==> config.mk <==
export PLATFORM = sky130hd
export DESIGN_NAME = dihedral_scheduler_flat
export DESIGN_NICKNAME = d
export VERILOG_FILES = /design/src/rtl/dihedral_pkg.sv /design/src/rtl/dihedral_scheduler_if.sv /design/src/rtl/dihedral_wb_mux.sv /design/src/rtl/dihedral_scheduler.sv /design/src/flat_wrapper.sv
export SDC_FILE = /design/constraint.sdc
export NUM_CORES = 2
export LEC_CHECK = 0
export ABC_AREA = 0
export CAP_MARGIN = 20
export CORE_AREA = 2 2 414 416
export CTS_CLUSTER_SIZE = 28
export DETAILED_ROUTE_END_ITERATION = 12
export DIE_AREA = 0 0 416 418
export PLACE_DENSITY = 0.52
export SKIP_LAST_GASP = 1
export SLEW_MARGIN = 20
export SYNTH_ARGS = -nofsm -noshare
export SYNTH_HDL_FRONTEND = slang
export SYNTH_SLANG_ARGS = --single-unit
export TNS_END_PERCENT = 50
==> constraint.sdc <==
create_clock -name clk -period 6.1 [get_ports clk]
set_clock_uncertainty 0.05 [all_clocks]
set_input_delay 1.83 -clock clk [delete_from_list [all_inputs] [get_ports clk]]
set_output_delay 1.83 -clock clk [all_outputs]
set_load 0.1 [all_outputs]
==> src/rtl/dihedral_pkg.sv <==
// Shared types and constants for the dihedral scheduler: FSM encoding, Q16.16 coordinate width,
// and atom-slot indices.
package dihedral_pkg;

    localparam int unsigned CoordW = 32;
    localparam int unsigned XyzW   = 3 * CoordW;

    localparam logic [1:0] AtomA = 2'd0;
    localparam logic [1:0] AtomB = 2'd1;
    localparam logic [1:0] AtomC = 2'd2;
    localparam logic [1:0] AtomD = 2'd3;

    typedef enum logic [3:0] {
        StIdle,
        StTtRd,
        StTtLat,
        StCmRd,
        StCmLat,
        StLaunch,
        StWait,
        StWb,
        StNext,
        StDone
    } state_t;

endpackage

==> src/rtl/dihedral_scheduler_if.sv <==
// Bus bundle between the dihedral scheduler (master) and its memories, force core, write-back
// sink and control (slave).
interface dihedral_scheduler_if #(
    parameter int unsigned AW = 8,
    parameter int unsigned IW = 10
) ();
    import dihedral_pkg::*;

    logic                  go;
    logic [AW:0]           n_torsions;
    logic                  tt_rd;
    logic [AW-1:0]         tt_addr;
    logic [4*IW-1:0]       tt_data;     // {d,c,b,a}
    logic                  cm_rd;
    logic [IW-1:0]         cm_addr;
    logic [XyzW-1:0]       cm_data;     // {z,y,x}
    logic                  core_start;
    logic [CoordW-1:0]     core_xa, core_ya, core_za;
    logic [CoordW-1:0]     core_xb, core_yb, core_zb;
    logic [CoordW-1:0]     core_xc, core_yc, core_zc;
    logic [CoordW-1:0]     core_xd, core_yd, core_zd;
    logic                  core_valid;
    logic                  core_busy;
    logic [4*XyzW-1:0]     core_f;      // {fa,fb,fc,fd}, each {fz,fy,fx}
    logic                  wb_valid;
    logic                  wb_ready;
    logic [IW-1:0]         wb_atom;
    logic [CoordW-1:0]     wb_fx, wb_fy, wb_fz;
    logic                  busy;
    logic                  done;
    logic                  err;
    logic [AW-1:0]         tors_idx;

    modport master (
        input  go, n_torsions, tt_data, cm_data, core_valid, core_busy, core_f, wb_ready,
        output tt_rd, tt_addr, cm_rd, cm_addr, core_start,
        output core_xa, core_ya, core_za, core_xb, core_yb, core_zb,
        output core_xc, core_yc, core_zc, core_xd, core_yd, core_zd,
        output wb_valid, wb_atom, wb_fx, wb_fy, wb_fz, busy, done, err, tors_idx
    );

    modport slave (
        output go, n_torsions, tt_data, cm_data, core_valid, core_busy, core_f, wb_ready,
        input  tt_rd, tt_addr, cm_rd, cm_addr, core_start,
        input  core_xa, core_ya, core_za, core_xb, core_yb, core_zb,
        input  core_xc, core_yc, core_zc, core_xd, core_yd, core_zd,
        input  wb_valid, wb_atom, wb_fx, wb_fy, wb_fz, busy, done, err, tors_idx
    );

endinterface

==> src/rtl/dihedral_wb_mux.sv <==
// Selects the atom index and force vector of slot i_sel from the latched banks for write-back.
module dihedral_wb_mux
    import dihedral_pkg::*;
#(
    parameter int unsigned IW = 10
) (
    input  logic [1:0]                i_sel,
    input  logic [3:0][IW-1:0]        i_atoms,
    input  logic [3:0][XyzW-1:0]      i_forces,
    output logic [IW-1:0]             o_atom,
    output logic [CoordW-1:0]         o_fx,
    output logic [CoordW-1:0]         o_fy,
    output logic [CoordW-1:0]         o_fz
);

    logic [XyzW-1:0] w_force;

    always_comb begin
        w_force = i_forces[i_sel];
        o_atom  = i_atoms[i_sel];
        o_fx    = w_force[0*CoordW +: CoordW];
        o_fy    = w_force[1*CoordW +: CoordW];
        o_fz    = w_force[2*CoordW +: CoordW];
    end

endmodule

==> src/rtl/dihedral_scheduler.sv <==
// Sweeps the torsion table, gathers four atom coordinates per torsion, launches the force core
// and writes back its four forces. Optional core watchdog: DIHEDRAL_SCHED_WATCHDOG_EN.
module dihedral_scheduler
    import dihedral_pkg::*;
#(
    parameter int unsigned AW       = 8,
    parameter int unsigned IW       = 10,
    parameter int unsigned WD_LIMIT = 255
) (
    input  logic                 clk,
    input  logic                 rst,
    dihedral_scheduler_if.master bus
);

    state_t                r_state;
    logic [AW:0]           r_n;
    logic [AW-1:0]         r_tors_idx;
    logic [1:0]            r_k;
    logic [3:0][IW-1:0]    r_atoms;
    logic [3:0][XyzW-1:0]  r_coord;
    logic [3:0][XyzW-1:0]  r_force;
    logic                  r_tt_rd;
    logic [AW-1:0]         r_tt_addr;
    logic                  r_cm_rd;
    logic [IW-1:0]         r_cm_addr;
    logic                  r_core_start;
    logic                  r_wb_valid;
    logic                  r_busy;
    logic                  r_done;

    logic [AW-1:0]         w_tors_next;
    logic [AW:0]           w_tors_next_ext;

    assign w_tors_next     = r_tors_idx + 1'b1;
    assign w_tors_next_ext = {1'b0, r_tors_idx} + 1'b1;

`ifdef DIHEDRAL_SCHED_WATCHDOG_EN
    localparam int unsigned WdW = (WD_LIMIT < 2) ? 1 : $clog2(WD_LIMIT + 1);
    logic [WdW-1:0] r_wd;
    logic           r_err;
    assign bus.err = r_err;
`else
    logic w_unused_wd;
    assign w_unused_wd = (WD_LIMIT != 0);
    assign bus.err     = 1'b0;
`endif

    always_ff @(posedge clk) begin
        if (rst) begin
            r_state      <= StIdle;
            r_n          <= '0;
            r_tors_idx   <= '0;
            r_k          <= '0;
            r_atoms      <= '0;
            r_coord      <= '0;
            r_force      <= '0;
            r_tt_rd      <= 1'b0;
            r_tt_addr    <= '0;
            r_cm_rd      <= 1'b0;
            r_cm_addr    <= '0;
            r_core_start <= 1'b0;
            r_wb_valid   <= 1'b0;
            r_busy       <= 1'b0;
            r_done       <= 1'b0;
`ifdef DIHEDRAL_SCHED_WATCHDOG_EN
            r_wd         <= '0;
            r_err        <= 1'b0;
`endif
        end else begin
            // Read strobes are raised on entry so they are high during their own state.
            r_tt_rd      <= 1'b0;
            r_cm_rd      <= 1'b0;
            r_core_start <= 1'b0;
            r_done       <= 1'b0;
            case (r_state)
                StIdle: begin
                    if (bus.go) begin
                        r_n        <= bus.n_torsions;
                        r_tors_idx <= '0;
                        r_busy     <= 1'b1;
                        if (bus.n_torsions == '0) begin
                            r_state <= StDone;
                        end else begin
                            r_tt_rd   <= 1'b1;
                            r_tt_addr <= '0;
                            r_state   <= StTtRd;
                        end
                    end
                end
                StTtRd: r_state <= StTtLat;
                StTtLat: begin
                    for (int s = 0; s < 4; s++) r_atoms[s] <= bus.tt_data[s*IW +: IW];
                    r_k       <= AtomA;
                    r_cm_rd   <= 1'b1;
                    r_cm_addr <= bus.tt_data[0 +: IW];
                    r_state   <= StCmRd;
                end
                StCmRd: r_state <= StCmLat;
                StCmLat: begin
                    r_coord[r_k] <= bus.cm_data;
                    if (r_k == AtomD) begin
                        r_state <= StLaunch;
                    end else begin
                        r_k       <= r_k + 2'd1;
                        r_cm_rd   <= 1'b1;
                        r_cm_addr <= r_atoms[r_k + 2'd1];
                        r_state   <= StCmRd;
                    end
                end
                StLaunch: begin
                    if (!bus.core_busy) begin
                        r_core_start <= 1'b1;
                        r_state      <= StWait;
`ifdef DIHEDRAL_SCHED_WATCHDOG_EN
                        r_wd         <= '0;
`endif
                    end
                end
                StWait: begin
                    if (bus.core_valid) begin
                        for (int s = 0; s < 4; s++) r_force[s] <= bus.core_f[(3-s)*XyzW +: XyzW];
                        r_k        <= AtomA;
                        r_wb_valid <= 1'b1;
                        r_state    <= StWb;
                    end
`ifdef DIHEDRAL_SCHED_WATCHDOG_EN
                    else if (r_wd == WdW'(WD_LIMIT)) begin
                        r_err   <= 1'b1;
                        r_state <= StNext;
                    end else begin
                        r_wd <= r_wd + 1'b1;
                    end
`endif
                end
                StWb: begin
                    if (r_wb_valid && bus.wb_ready) begin
                        if (r_k == AtomD) begin
                            r_wb_valid <= 1'b0;
                            r_state    <= StNext;
                        end else begin
                            r_k <= r_k + 2'd1;
                        end
                    end
                end
                StNext: begin
                    r_tors_idx <= w_tors_next;
                    if (w_tors_next_ext == r_n) begin
                        r_state <= StDone;
                    end else begin
                        r_tt_rd   <= 1'b1;
                        r_tt_addr <= w_tors_next;
                        r_state   <= StTtRd;
                    end
                end
                StDone: begin
                    r_done  <= 1'b1;
                    r_busy  <= 1'b0;
                    r_state <= StIdle;
                end
                default: r_state <= StIdle;
            endcase
        end
    end

    assign bus.tt_rd      = r_tt_rd;
    assign bus.tt_addr    = r_tt_addr;
    assign bus.cm_rd      = r_cm_rd;
    assign bus.cm_addr    = r_cm_addr;
    assign bus.core_start = r_core_start;
    assign bus.wb_valid   = r_wb_valid;
    assign bus.busy       = r_busy;
    assign bus.done       = r_done;
    assign bus.tors_idx   = r_tors_idx;

    assign bus.core_xa = r_coord[AtomA][0*CoordW +: CoordW];
    assign bus.core_ya = r_coord[AtomA][1*CoordW +: CoordW];
    assign bus.core_za = r_coord[AtomA][2*CoordW +: CoordW];
    assign bus.core_xb = r_coord[AtomB][0*CoordW +: CoordW];
    assign bus.core_yb = r_coord[AtomB][1*CoordW +: CoordW];
    assign bus.core_zb = r_coord[AtomB][2*CoordW +: CoordW];
    assign bus.core_xc = r_coord[AtomC][0*CoordW +: CoordW];
    assign bus.core_yc = r_coord[AtomC][1*CoordW +: CoordW];
    assign bus.core_zc = r_coord[AtomC][2*CoordW +: CoordW];
    assign bus.core_xd = r_coord[AtomD][0*CoordW +: CoordW];
    assign bus.core_yd = r_coord[AtomD][1*CoordW +: CoordW];
    assign bus.core_zd = r_coord[AtomD][2*CoordW +: CoordW];

    dihedral_wb_mux #(
        .IW (IW)
    ) u_wb_mux (
        .i_sel    (r_k),
        .i_atoms  (r_atoms),
        .i_forces (r_force),
        .o_atom   (bus.wb_atom),
        .o_fx     (bus.wb_fx),
        .o_fy     (bus.wb_fy),
        .o_fz     (bus.wb_fz)
    );

endmodule
==> src/flat_wrapper.sv <==
// flat-port wrapper written by rule: the top's interface ports become plain ports
module dihedral_scheduler_flat import dihedral_pkg::*;
#(
    parameter int unsigned AW       = 8,
    parameter int unsigned IW       = 10,
    parameter int unsigned WD_LIMIT = 255
)
  (clk, rst, bus_go, bus_n_torsions, bus_tt_data, bus_cm_data, bus_core_valid, bus_core_busy, bus_core_f, bus_wb_ready, bus_tt_rd, bus_tt_addr, bus_cm_rd, bus_cm_addr, bus_core_start, bus_core_xa, bus_core_ya, bus_core_za, bus_core_xb, bus_core_yb, bus_core_zb, bus_core_xc, bus_core_yc, bus_core_zc, bus_core_xd, bus_core_yd, bus_core_zd, bus_wb_valid, bus_wb_atom, bus_wb_fx, bus_wb_fy, bus_wb_fz, bus_busy, bus_done, bus_err, bus_tors_idx);
  dihedral_scheduler_if #(.AW(AW), .IW(IW)) bus_i ();
  input  logic clk;
  input  logic rst;
  input wire logic [$bits(bus_i.go)-1:0] bus_go;
  input wire logic [$bits(bus_i.n_torsions)-1:0] bus_n_torsions;
  input wire logic [$bits(bus_i.tt_data)-1:0] bus_tt_data;
  input wire logic [$bits(bus_i.cm_data)-1:0] bus_cm_data;
  input wire logic [$bits(bus_i.core_valid)-1:0] bus_core_valid;
  input wire logic [$bits(bus_i.core_busy)-1:0] bus_core_busy;
  input wire logic [$bits(bus_i.core_f)-1:0] bus_core_f;
  input wire logic [$bits(bus_i.wb_ready)-1:0] bus_wb_ready;
  output wire logic [$bits(bus_i.tt_rd)-1:0] bus_tt_rd;
  output wire logic [$bits(bus_i.tt_addr)-1:0] bus_tt_addr;
  output wire logic [$bits(bus_i.cm_rd)-1:0] bus_cm_rd;
  output wire logic [$bits(bus_i.cm_addr)-1:0] bus_cm_addr;
  output wire logic [$bits(bus_i.core_start)-1:0] bus_core_start;
  output wire logic [$bits(bus_i.core_xa)-1:0] bus_core_xa;
  output wire logic [$bits(bus_i.core_ya)-1:0] bus_core_ya;
  output wire logic [$bits(bus_i.core_za)-1:0] bus_core_za;
  output wire logic [$bits(bus_i.core_xb)-1:0] bus_core_xb;
  output wire logic [$bits(bus_i.core_yb)-1:0] bus_core_yb;
  output wire logic [$bits(bus_i.core_zb)-1:0] bus_core_zb;
  output wire logic [$bits(bus_i.core_xc)-1:0] bus_core_xc;
  output wire logic [$bits(bus_i.core_yc)-1:0] bus_core_yc;
  output wire logic [$bits(bus_i.core_zc)-1:0] bus_core_zc;
  output wire logic [$bits(bus_i.core_xd)-1:0] bus_core_xd;
  output wire logic [$bits(bus_i.core_yd)-1:0] bus_core_yd;
  output wire logic [$bits(bus_i.core_zd)-1:0] bus_core_zd;
  output wire logic [$bits(bus_i.wb_valid)-1:0] bus_wb_valid;
  output wire logic [$bits(bus_i.wb_atom)-1:0] bus_wb_atom;
  output wire logic [$bits(bus_i.wb_fx)-1:0] bus_wb_fx;
  output wire logic [$bits(bus_i.wb_fy)-1:0] bus_wb_fy;
  output wire logic [$bits(bus_i.wb_fz)-1:0] bus_wb_fz;
  output wire logic [$bits(bus_i.busy)-1:0] bus_busy;
  output wire logic [$bits(bus_i.done)-1:0] bus_done;
  output wire logic [$bits(bus_i.err)-1:0] bus_err;
  output wire logic [$bits(bus_i.tors_idx)-1:0] bus_tors_idx;
  assign bus_i.go = bus_go;
  assign bus_i.n_torsions = bus_n_torsions;
  assign bus_i.tt_data = bus_tt_data;
  assign bus_i.cm_data = bus_cm_data;
  assign bus_i.core_valid = bus_core_valid;
  assign bus_i.core_busy = bus_core_busy;
  assign bus_i.core_f = bus_core_f;
  assign bus_i.wb_ready = bus_wb_ready;
  assign bus_tt_rd = bus_i.tt_rd;
  assign bus_tt_addr = bus_i.tt_addr;
  assign bus_cm_rd = bus_i.cm_rd;
  assign bus_cm_addr = bus_i.cm_addr;
  assign bus_core_start = bus_i.core_start;
  assign bus_core_xa = bus_i.core_xa;
  assign bus_core_ya = bus_i.core_ya;
  assign bus_core_za = bus_i.core_za;
  assign bus_core_xb = bus_i.core_xb;
  assign bus_core_yb = bus_i.core_yb;
  assign bus_core_zb = bus_i.core_zb;
  assign bus_core_xc = bus_i.core_xc;
  assign bus_core_yc = bus_i.core_yc;
  assign bus_core_zc = bus_i.core_zc;
  assign bus_core_xd = bus_i.core_xd;
  assign bus_core_yd = bus_i.core_yd;
  assign bus_core_zd = bus_i.core_zd;
  assign bus_wb_valid = bus_i.wb_valid;
  assign bus_wb_atom = bus_i.wb_atom;
  assign bus_wb_fx = bus_i.wb_fx;
  assign bus_wb_fy = bus_i.wb_fy;
  assign bus_wb_fz = bus_i.wb_fz;
  assign bus_busy = bus_i.busy;
  assign bus_done = bus_i.done;
  assign bus_err = bus_i.err;
  assign bus_tors_idx = bus_i.tors_idx;
  dihedral_scheduler #(.AW(AW), .IW(IW), .WD_LIMIT(WD_LIMIT)) u_core (.clk(clk), .rst(rst), .bus(bus_i));
endmodule
==> metrics.md <==
| Metric | Value |
|---|---|
| Outcome | `complete, no violations` |
| RSZ-0062 raised after global routing | `no` |
| Relative slew margins | `22.31%` |
| Crit Path Class | `register to primary output` |
| Buffers added on ports | `1056` |
| Io pins | `1058` |
| Cell Pwr Density | `314.7 nW/µm²` |
| Routed Antenna Nets | `0` |
| Count of state elements after synthesis | `855` |
| Via density | `4.466` |
| Maximum clock path buffer count | `3` |
| FP Rows | `151` |
| CP Max Fanout | `35` |
| Final wirelength | `171500 µm` |
| Leakage power | `15.65 nW` |
| Initial DRT Pass Iterations | `5` |
| Routability cong. | `0.9559` |
| TritonCTS Buffers | `104` |
| Cts repair resizes | `0` |
| Core box area | `169100 µm²` |
| Post-CTS setup buffer count | `0` |
| Die Area | `173900 µm²` |
| Cell variety after synth | `56` |
| Hold Vio Cnt, Final | `0` |
| Synth area leader | `dfxtp_1` |
| Slew @ Worst Pin | `1.147 ns` |
| Die outline width | `416 µm` |
| Top-area cell type share of the netlist area | `52.46%` |
| Layout Nets | `5379` |
| Finished Layout Cells | `7160` |
| Clk_lat worst skew | `0.72 ns` |
| Dpl cells | `6951` |
| Maximum VDD drop | `0.2574 mV` |
| Post-synth EDFFs | `0` |
| First-pass GRT wire length | `235700 µm` |
| Total congestion overflow | `0` |
| Final setup viols | `0` |
| Count of pins over their slew limit | `0` |
| Clock transition at path regs | `0.06 ns` |
| Post-detail-place hpwl | `127500 µm` |
| Largest net degree at the start of global routing | `166` |
| Vias | `31.98k` |
| Largest cells by area after synthesis | `dfxtp_1, nand2_1, a21oi_1` |
| Starting Density | `19.30%` |
| Setup tns final | `0 ns` |
| Area Overhead vs Synth | `49.79%` |
| Top FF cell, synth | `dfxtp_1` |
| Synth warnings | `0` |
| CTS tree | `done` |
| Initial antenna violation count | `79` |
| Syn nets | `4492` |
| Hold Crit Class | `register to register` |
| CP Launch Type | `register` |
| Sequential element share of the synthesized area | `52.46%` |
| Final min period | `5.377 ns` |
| Post-DR wirelength/cell | `23.96 µm` |
| H-tree lvl count | `3` |
| GR Util All Layers | `18.83%` |
| DIE HEIGHT | `418 µm` |
| Req. time, crit path | `4.22 ns` |
| Layout fillers | `17.82k` |
| Max Cap Viol | `0` |
| Clock sink total | `855` |
| Clock root cell | `clkbuf_16` |
| Fmax | `186.0 MHz` |
| Iter 0 DRT Violations | `2585` |
| Vias in the first global route | `30.36k` |
| Drc violations | `0` |
| Mapped Cells | `3952` |
| Syn Area/Cell | `8.257 µm²` |
| Worst Path Arrival | `3.50 ns` |
| Most frequent cells in the layout | `nand2_1, clkdlybuf4s50_1, dfxtp_1` |
| Synth async-reset ratio | `0%` |
| Period utilisation layout | `88.15%` |
| Worst setup EP type | `primary output` |
| Share of layout cells above drive strength 1 | `7.400%` |
| Cell Area, Synth | `32630 µm²` |
| Cts hold-fix bufs | `0` |
| Commonest non-fill, non-tap cell in the layout | `nand2_1` |
[flip-flops by register name (all words and copies together) (netlist names), 2 cells and up]
signal,count
u_core.bus.cm_addr,10
u_core.r_atoms,40
u_core.bus.core_ya,32
u_core.bus.core_zd,32
u_core.bus.core_yc,32
u_core.r_n,9
u_core.r_state,4
u_core.bus.core_za,32
u_core.bus.core_xb,32
u_core.bus.core_yd,32
u_core.bus.tors_idx,8
u_core.bus.core_xa,32
u_core.r_k,2
u_core.bus.core_xc,32
u_core.bus.core_zc,32
u_core.bus.core_yb,32
u_core.bus.tt_addr,8
u_core.r_force,384
u_core.bus.core_xd,32
u_core.bus.core_zb,32
[synth_stat cells, drive strengths merged, types with 2 or more instances]
cell type,instances
xnor2,10
a31oi,5
nor4,4
a21o,2
inv,18
nor2,45
ha,5
o32ai,8
nand4,2
buf,38
dfxtp,855
mux2i,20
or4,3
mux4,116
xnor3,2
clkbuf,279
xor2,3
nand3b,3
nor4b,3
nor3,7
nand3,9
a21oi,826
maj3,2
and2,4
a211oi,11
or3,3
o21ai,11
a21boi,2
a22oi,2
nand2,1633
[cell families after synthesis]
family	share of synthesized area, %
flops	52.46
fa+ha+maj	0.2531
buf+inv	3.923
other cells	0.01149
compound gates	13.96
mux	8.620
simple gates	20.22
xor+xnor	0.5598
[stage by stage]
step	hold slack [ns]	total power (W)	area, µm²	util [%]	setup WS, ns
6_report	0.4014	0.01538	48880	28.91	0.7228
5_1_grt	0.4130	0.01593	48870	28.90	0.5562
4_1_cts	0.4033	0.01559	48820	28.87	0.5875
3_5_place_dp	0.3953	0.009040	45300	26.79	1.411
3_3_place_gp	0.3893	0.009023	45300	26.79	1.420
2_1_floorplan	0.3831	0.007889	32630	-	1.878
[worst max-delay path: stages, from the launching register on]
cell and delay, ns:
dfxtp_4 0.73, buf_12 0.32, mux4_2 0.55, clkdlybuf4s50_1 1.02
[power by group]
group,internal [W],switching (W),total [W]
Clock,0.00379,0.00269,0.00648
Combinational,0.000875,0.00201,0.00288
Sequential,0.00582,0.000200,0.00602
[path summary, 6_finish.rpt]
check | slack [ns] | to | depth (start not counted) | startpoint
max | 0.72 | bus_wb_fz[5] | 3 | u_core.r_k[0]
min | 0.40 | u_core.r_force[195] | 2 | u_core.r_force[195]
max reg2reg | 2.32 | u_core.bus.cm_addr[7] | 6 | u_core.r_k[0]
min reg2reg | 0.40 | u_core.r_force[195] | 2 | u_core.r_force[195]
[metal layers]
layer	up-vias	track usage [%]	share of wire [%]
met3	319	5.300	8.1
met2	1320	30.25	47
met4	6	7.581	3.4
li1	14890	-	-
met1	15440	23.70	41
met5	-	0	0.022
[final cells by class]
cell class,instances,area [µm²],share of cell area [%]
Antenna cell,23,57.56,0.1178
Clock buffer,149,2982,6.100
Clock inverter,37,538.0,1.101
Inverter,18,67.56,0.1382
Multi-Input combinational cell,2762,14290,29.24
Sequential cell,855,17120,35.03
Tap cell,2218,2775,5.678
Timing Repair Buffer,1098,11040,22.59
Power figures use the tool's default switching activity.
